**src/rtl/tv_fb_scheduler.sv**
```systemverilog
// Purpose : shares the single-port 1bpp framebuffer RAM between the scanline prefetcher
//           (RAM -> line buffer copy, one line per line_req) and a host write port.
// Latency : a read issued in cycle t lands in the line buffer in cycle t+1; a line with
//           no host traffic keeps fetch_busy high for WORDS_PER_LINE+1 cycles.
// Backpressure: host_ready drops during a fetch, but a host slot is forced after
//           HOST_GAP consecutive fetch reads while host_valid is held.
//
// Ports:
//   clk, reset_ (async, active-low)
//   line_req/line_num           : line fetch request from the video timing counters
//   fetch_busy/underrun/underrun_clr : fetch status, sticky overrun flag and its clear
//   host_valid/host_ready/host_addr/host_data : host write port
//   mem_addr/mem_we/mem_wdata/mem_rdata       : framebuffer RAM port
//   lb_we/lb_addr/lb_data                     : line buffer write port
module tv_fb_scheduler #(
   parameter int WORDS_PER_LINE = 31,
   parameter int LINES          = 268,
   parameter int ADDR_W         = 14,
   parameter int HOST_GAP       = 8
) (
   input  logic              clk,
   input  logic              reset_,
   input  logic              line_req,
   input  logic [8:0]        line_num,
   output logic              fetch_busy,
   output logic              underrun,
   input  logic              underrun_clr,
   input  logic              host_valid,
   output logic              host_ready,
   input  logic [ADDR_W-1:0] host_addr,
   input  logic [15:0]       host_data,
   output logic [ADDR_W-1:0] mem_addr,
   output logic              mem_we,
   output logic [15:0]       mem_wdata,
   input  logic [15:0]       mem_rdata,
   output logic              lb_we,
   output logic [4:0]        lb_addr,
   output logic [15:0]       lb_data
);

   localparam int                GAP_W     = $clog2(HOST_GAP + 1);
   localparam logic [4:0]        LAST_WORD = 5'(WORDS_PER_LINE - 1);
   localparam logic [8:0]        LINES_L   = 9'(LINES);
   localparam logic [GAP_W-1:0]  GAP_MAX   = GAP_W'(HOST_GAP);
   localparam logic [ADDR_W-1:0] WPL_A     = ADDR_W'(WORDS_PER_LINE);

   typedef enum logic [1:0] {IDLE, FETCH, DRAIN} state_t;

   state_t              state, state_nxt;
   logic [ADDR_W-1:0]   base, base_nxt;
   logic [4:0]          word, word_nxt;
   logic [GAP_W-1:0]    gap, gap_nxt;
   logic                rd_vld, rd_vld_nxt;
   logic [4:0]          rd_idx;
   logic                underrun_nxt;
   logic                line_ok;
   logic                restart;
   logic                host_slot;
   logic                fetch_slot;
   logic [ADDR_W-1:0]   new_base;

   assign line_ok  = (line_num < LINES_L);
   assign new_base = ADDR_W'(line_num) * WPL_A;
   // A valid request while busy abandons the current line and starts over.
   assign restart  = line_req && line_ok && (state != IDLE);

   always_comb begin
      state_nxt  = state;
      base_nxt   = base;
      word_nxt   = word;
      gap_nxt    = gap;
      host_slot  = 1'b0;
      fetch_slot = 1'b0;
      host_ready = 1'b1;
      rd_vld_nxt = 1'b0;
      case (state)
         IDLE: begin
            gap_nxt = '0;
            if (line_req && line_ok) begin
               state_nxt = FETCH;
               base_nxt  = new_base;
               word_nxt  = '0;
            end
         end
         FETCH: begin
            host_slot  = host_valid && (gap == GAP_MAX);
            fetch_slot = !host_slot;
            host_ready = host_slot;
            // gap counts reads made while the host is kept waiting
            if (!host_valid || host_slot) begin
               gap_nxt = '0;
            end else if (gap != GAP_MAX) begin
               gap_nxt = gap + GAP_W'(1);
            end
            // the read launched in a restart cycle belongs to the old line: drop its data
            rd_vld_nxt = fetch_slot && !restart;
            if (fetch_slot) begin
               if (word == LAST_WORD) begin
                  state_nxt = DRAIN;
               end else begin
                  word_nxt = word + 5'd1;
               end
            end
         end
         DRAIN: begin
            gap_nxt   = '0;
            state_nxt = IDLE;
         end
         default: begin
            state_nxt = IDLE;
         end
      endcase
      if (restart) begin
         state_nxt = FETCH;
         base_nxt  = new_base;
         word_nxt  = '0;
      end
   end

   // set has priority over clear so a request in the clear cycle is not lost
   always_comb begin
      underrun_nxt = underrun;
      if (line_req && fetch_busy) begin
         underrun_nxt = 1'b1;
      end else if (underrun_clr) begin
         underrun_nxt = 1'b0;
      end
   end

   assign fetch_busy = (state != IDLE);
   assign mem_we     = host_valid && host_ready;
   assign mem_addr   = fetch_slot ? (base + ADDR_W'(word)) : host_addr;
   assign mem_wdata  = host_data;
   assign lb_we      = rd_vld;
   assign lb_addr    = rd_idx;
   assign lb_data    = mem_rdata;

   always_ff @(posedge clk or negedge reset_) begin
      if (!reset_) begin
         state    <= IDLE;
         base     <= '0;
         word     <= '0;
         gap      <= '0;
         rd_vld   <= 1'b0;
         rd_idx   <= '0;
         underrun <= 1'b0;
      end else begin
         state    <= state_nxt;
         base     <= base_nxt;
         word     <= word_nxt;
         gap      <= gap_nxt;
         rd_vld   <= rd_vld_nxt;
         rd_idx   <= word;
         underrun <= underrun_nxt;
      end
   end

endmodule

```
**config.mk**
```make
export PLATFORM = sky130hd
export DESIGN_NAME = tv_fb_scheduler
export DESIGN_NICKNAME = d
export VERILOG_FILES = /design/src/rtl/tv_fb_scheduler.sv
export SDC_FILE = /design/constraint.sdc
export NUM_CORES = 1
export LEC_CHECK = 0
export BUFFER_PORTS_ARGS = -buffer_cell sky130_fd_sc_hd__buf_2
export CAP_MARGIN = 20
export CORE_AREA = 2 2 109 111
export CTS_CLUSTER_DIAMETER = 200
export CTS_CLUSTER_SIZE = 16
export DETAILED_ROUTE_END_ITERATION = 10
export DIE_AREA = 0 0 111 113
export GPL_TIMING_DRIVEN = 0
export SYNTH_ARGS = -nofsm -noshare
export SYNTH_HDL_FRONTEND = slang
export SYNTH_SLANG_ARGS = --single-unit
export TNS_END_PERCENT = 1
```
**constraint.sdc**
```tcl
create_clock -name clk -period 6.3 [get_ports clk]
set_input_delay 0.945 -clock clk [delete_from_list [all_inputs] [get_ports clk]]
set_output_delay 0.945 -clock clk [all_outputs]
set_load 0.05 [all_outputs]
```
==> impl_metrics.py <==
metrics = {
    "status": {
        "status": "finished clean",
    },
    "pwr": {
        "p_total_w": 0.001428,
        "p_leak_nw": 2.025,
        "p_per_area_mw_per_mm2": 363.0,
        "vdd_drop_max_mv": 0.4002,
    },
    "route": {
        "drcViolationCount": 0,
        "ant_nets": 0,
        "routed_wirelength_mm": 6.766,
        "viasPerCell": 4.336,
        "wl_per_cell_um": 11.30,
        "via_count": 2597,
        "dr.first_iter.drc_count": 69,
        "dr.pass1.iters": 4,
    },
    "sta": {
        "fin_crit_sh": 0.6577,
        "setup_viol": 0,
        "fin_skew_ns": 0.003858,
        "slew_headroom": 0.4618,
        "hold_viol_final": 0,
        "max_freq_mhz": 241.3,
        "rsz0062_at_grt": "no",
        "period_needed_ns": 4.144,
        "hold_ws_ns": 0.4836,
        "maxSlewViolCount": 0,
        "worst_pin_slew_ns": 0.8024,
        "finalSetupTns_ns": 0,
    },
    "setup_path": {
        "startpoint": "line_num[6]",
        "arrival_ns": 4.34,
        "crit_fanout": 6,
        "r2r_slack_ns": 4.27,
        "critPathRequiredTime_ns": 6.49,
        "r2r_start": "gap[0]",
        "endpoint_kind": "flop",
        "r2r-end": "word[3]",
        "reg2reg_depth": 8,
        "cp-start-kind": "input port",
        "crit_type": "in -> reg",
    },
    "clocking": {
        "clock_path_buffers": 2,
        "cts_root_buf": "clkbuf_16",
        "postCtsSetupRepairBufs": 0,
        "cts_hold_buffers": 0,
        "cts_tree": "done",
        "h-tree-depth": 2,
        "cts.sink_count": 32,
        "cts.clk_slew.worst_paths_ns": 0.05,
        "cts_resized": 0,
        "clk_latency_ns": 0.27,
        "cts_made_buffers": 5,
    },
    "logic_synthesis": {
        "yosysSeqAreaShare": 0.2499,
        "netlist_area_sq_mm": 0.003204,
        "yosys_warnings": 0,
        "ys_types": 42,
        "synth-seq-cells": 32,
        "synthCells": 366,
        "syn_area_per_cell_sq_um": 8.755,
        "syn-num-nets": 481,
    },
    "floorplanning": {
        "row_count": 39,
        "initial_utilization": 0.2843,
        "fp.dieArea_sq_mm": 0.01254,
        "die_y_um": 113,
        "die_w_um": 111,
        "placeableCoreArea_sq_mm": 0.01127,
        "ios": 116,
    },
    "min_path": {
        "hp-class": "reg -> reg",
        "hold_end": "lb_addr[4]",
        "holdPathStages": 0,
        "min-delay-start": "word[4]",
    },
    "placement": {
        "gp_congestion": 0.8440,
        "dpl.hpwl_mm": 5.787,
        "io_buffers": 83,
        "dpl_cell_area_sq_mm": 0.003799,
    },
    "layout": {
        "drive_gt1_frac": 0.2785,
        "final_nets": 571,
        "n_antenna_cell": 0,
        "fin_util": 0.3489,
        "stdcell_area_sq_mm": 0.003933,
        "fillers": 1197,
        "area_delta_synth_final_pct": 22.73,
    },
    "grt": {
        "grt_max_degree": 33,
        "grt_pass1_vias": 2574,
        "grtUsageTotal": 0.1080,
        "antenna_found_initial": 0,
        "grt_pass1_wl_mm": 11.43,
        "grt_overflow": 0,
    },
    "run": {
        "cap_violations": 0,
    },
}
-- report_power, final --
group / leakage [nW] / internal [W] / total [W] / switching, W
clock: 0.0667 / 0.000143 / 0.000222 / 0.0000785
combinational: 1.56 / 0.000298 / 0.000888 / 0.000589
sequential: 0.400 / 0.000263 / 0.000318 / 0.0000556
total: 2.02 / 0.000704 / 0.00143 / 0.000724
-- worst max-delay path, stage by stage --
cell     delay (ns)
buf_2          0.16
inv_1          0.17
fa_1           0.51
inv_1          0.05
fa_1           0.49
inv_1          0.05
fa_1           0.50
inv_1          0.04
ha_1           0.38
a21o_1         0.23
nand3_1        0.11
a31oi_1        0.11
or4_1          0.41
a31oi_1        0.18
-- state kept, by name, summed over array words and instances, names as in the netlist --
register / cells
base: 14
gap: 4
lb_addr: 5
lb_we: 1
state: 2
underrun: 1
word: 5
-- layer usage --
layer  GRT usage  part of all wire  wire, um  vias up
met1      0.1341              0.46      3081     1172
met2      0.1918              0.48      3236       75
met3     0.02142             0.055       375        8
met4     0.03000             0.011        73        0
met5           0                 0         0        -
li1            -                 -         -     1342
-- placed cells by master, fill, tap and decap left out, types with 5 or more instances in the layout --
cell type / synthesis / routed
inv_1: 49 / 49
ha_1: 35 / 35
dfrtp_1: 32 / 32
buf_4: 32 / 32
xnor2_1: 11 / 11
buf_2: 0 / 83
a21oi_1: 9 / 9
xor2_1: 16 / 16
o21ai_0: 23 / 23
nand3_1: 10 / 10
nor2_1: 14 / 14
o21ai_1: 14 / 14
clkbuf_16: 0 / 5
clkbuf_1: 6 / 7
fa_1: 20 / 20
nand2_1: 44 / 44
-- Yosys cell counts --
library cell / number / area, sq um
inv_1: 49 / 183.9
nand2_1: 44 / 165.2
ha_1: 35 / 437.9
buf_4: 32 / 240.2
dfrtp_1: 32 / 800.8
o21ai_0: 23 / 115.1
fa_1: 20 / 400.4
xor2_1: 16 / 140.1
nor2_1: 14 / 52.55
o21ai_1: 14 / 70.07
xnor2_1: 11 / 96.34
nand3_1: 10 / 50.05
a21oi_1: 9 / 45.04
clkbuf_1: 6 / 22.52
a21o_1: 4 / 30.03
and3_1: 4 / 25.02
nand4_1: 4 / 25.02
a211oi_1: 3 / 22.52
a31oi_1: 3 / 18.77
and2_1: 3 / 18.77
nand2b_1: 3 / 18.77
or4_1: 3 / 22.52
a22o_1: 2 / 17.52
maj3_1: 2 / 20.02
nor2b_1: 2 / 12.51
o31ai_1: 2 / 15.01
a211o_1: 1 / 8.760
a211oi_2: 1 / 12.51
a21boi_1: 1 / 7.510
a21oi_2: 1 / 8.760
and4_1: 1 / 8.760
and4b_1: 1 / 10.01
inv_2: 1 / 3.750
mux2_2: 1 / 11.26
mux2i_1: 1 / 10.01
nand3b_1: 1 / 7.510
nor3_1: 1 / 5.000
o211ai_1: 1 / 7.510
o21a_1: 1 / 7.510
o311a_1: 1 / 10.01
o31ai_2: 1 / 12.51
or2_2: 1 / 6.260
-- per-stage QoR --
stage	std cells	setup slack (ns)
3_3_place_gp	592	1.911
6_report	599	2.156
2_1_floorplan	366	2.249
5_1_grt	599	1.910
4_1_cts	599	2.128
3_5_place_dp	592	1.844
-- cells by family (layout without fill, tap and decap cells) --
logic type / Yosys count / count (layout) / synth area share
XOR/XNOR: 27 / 27 / 0.07380
AO/OA/AOI/OAI: 68 / 68 / 0.1277
multiplexers: 2 / 2 / 0.006638
AND/OR/NAND/NOR: 92 / 92 / 0.1335
adder cells (fa/ha/maj): 57 / 57 / 0.2679
flip-flops: 32 / 32 / 0.2499
buffers and inverters: 88 / 178 / 0.1406
-- cell type report --
class / instances / area, sq um / area share
Buffer: 38 / 262.8 / 0.06682
Clock buffer: 6 / 128.9 / 0.03277
Clock inverter: 1 / 5.005 / 0.001273
Inverter: 50 / 187.7 / 0.04773
Multi-Input combinational cell: 246 / 1953 / 0.4967
Sequential cell: 32 / 800.8 / 0.2036
Tap cell: 143 / 178.9 / 0.04550
Timing Repair Buffer: 83 / 415.4 / 0.1056
-- worst max-delay path by stage --
stage / end / slack [ns] / depth (start not counted)
floorplan: base[13] / 2.25 / 13
global placement: base[13] / 1.91 / 14
detailed placement: base[13] / 1.84 / 14
CTS: base[13] / 2.13 / 14
global route: base[13] / 1.91 / 14
finish: base[13] / 2.16 / 14
Power figures use the tool's default switching activity.
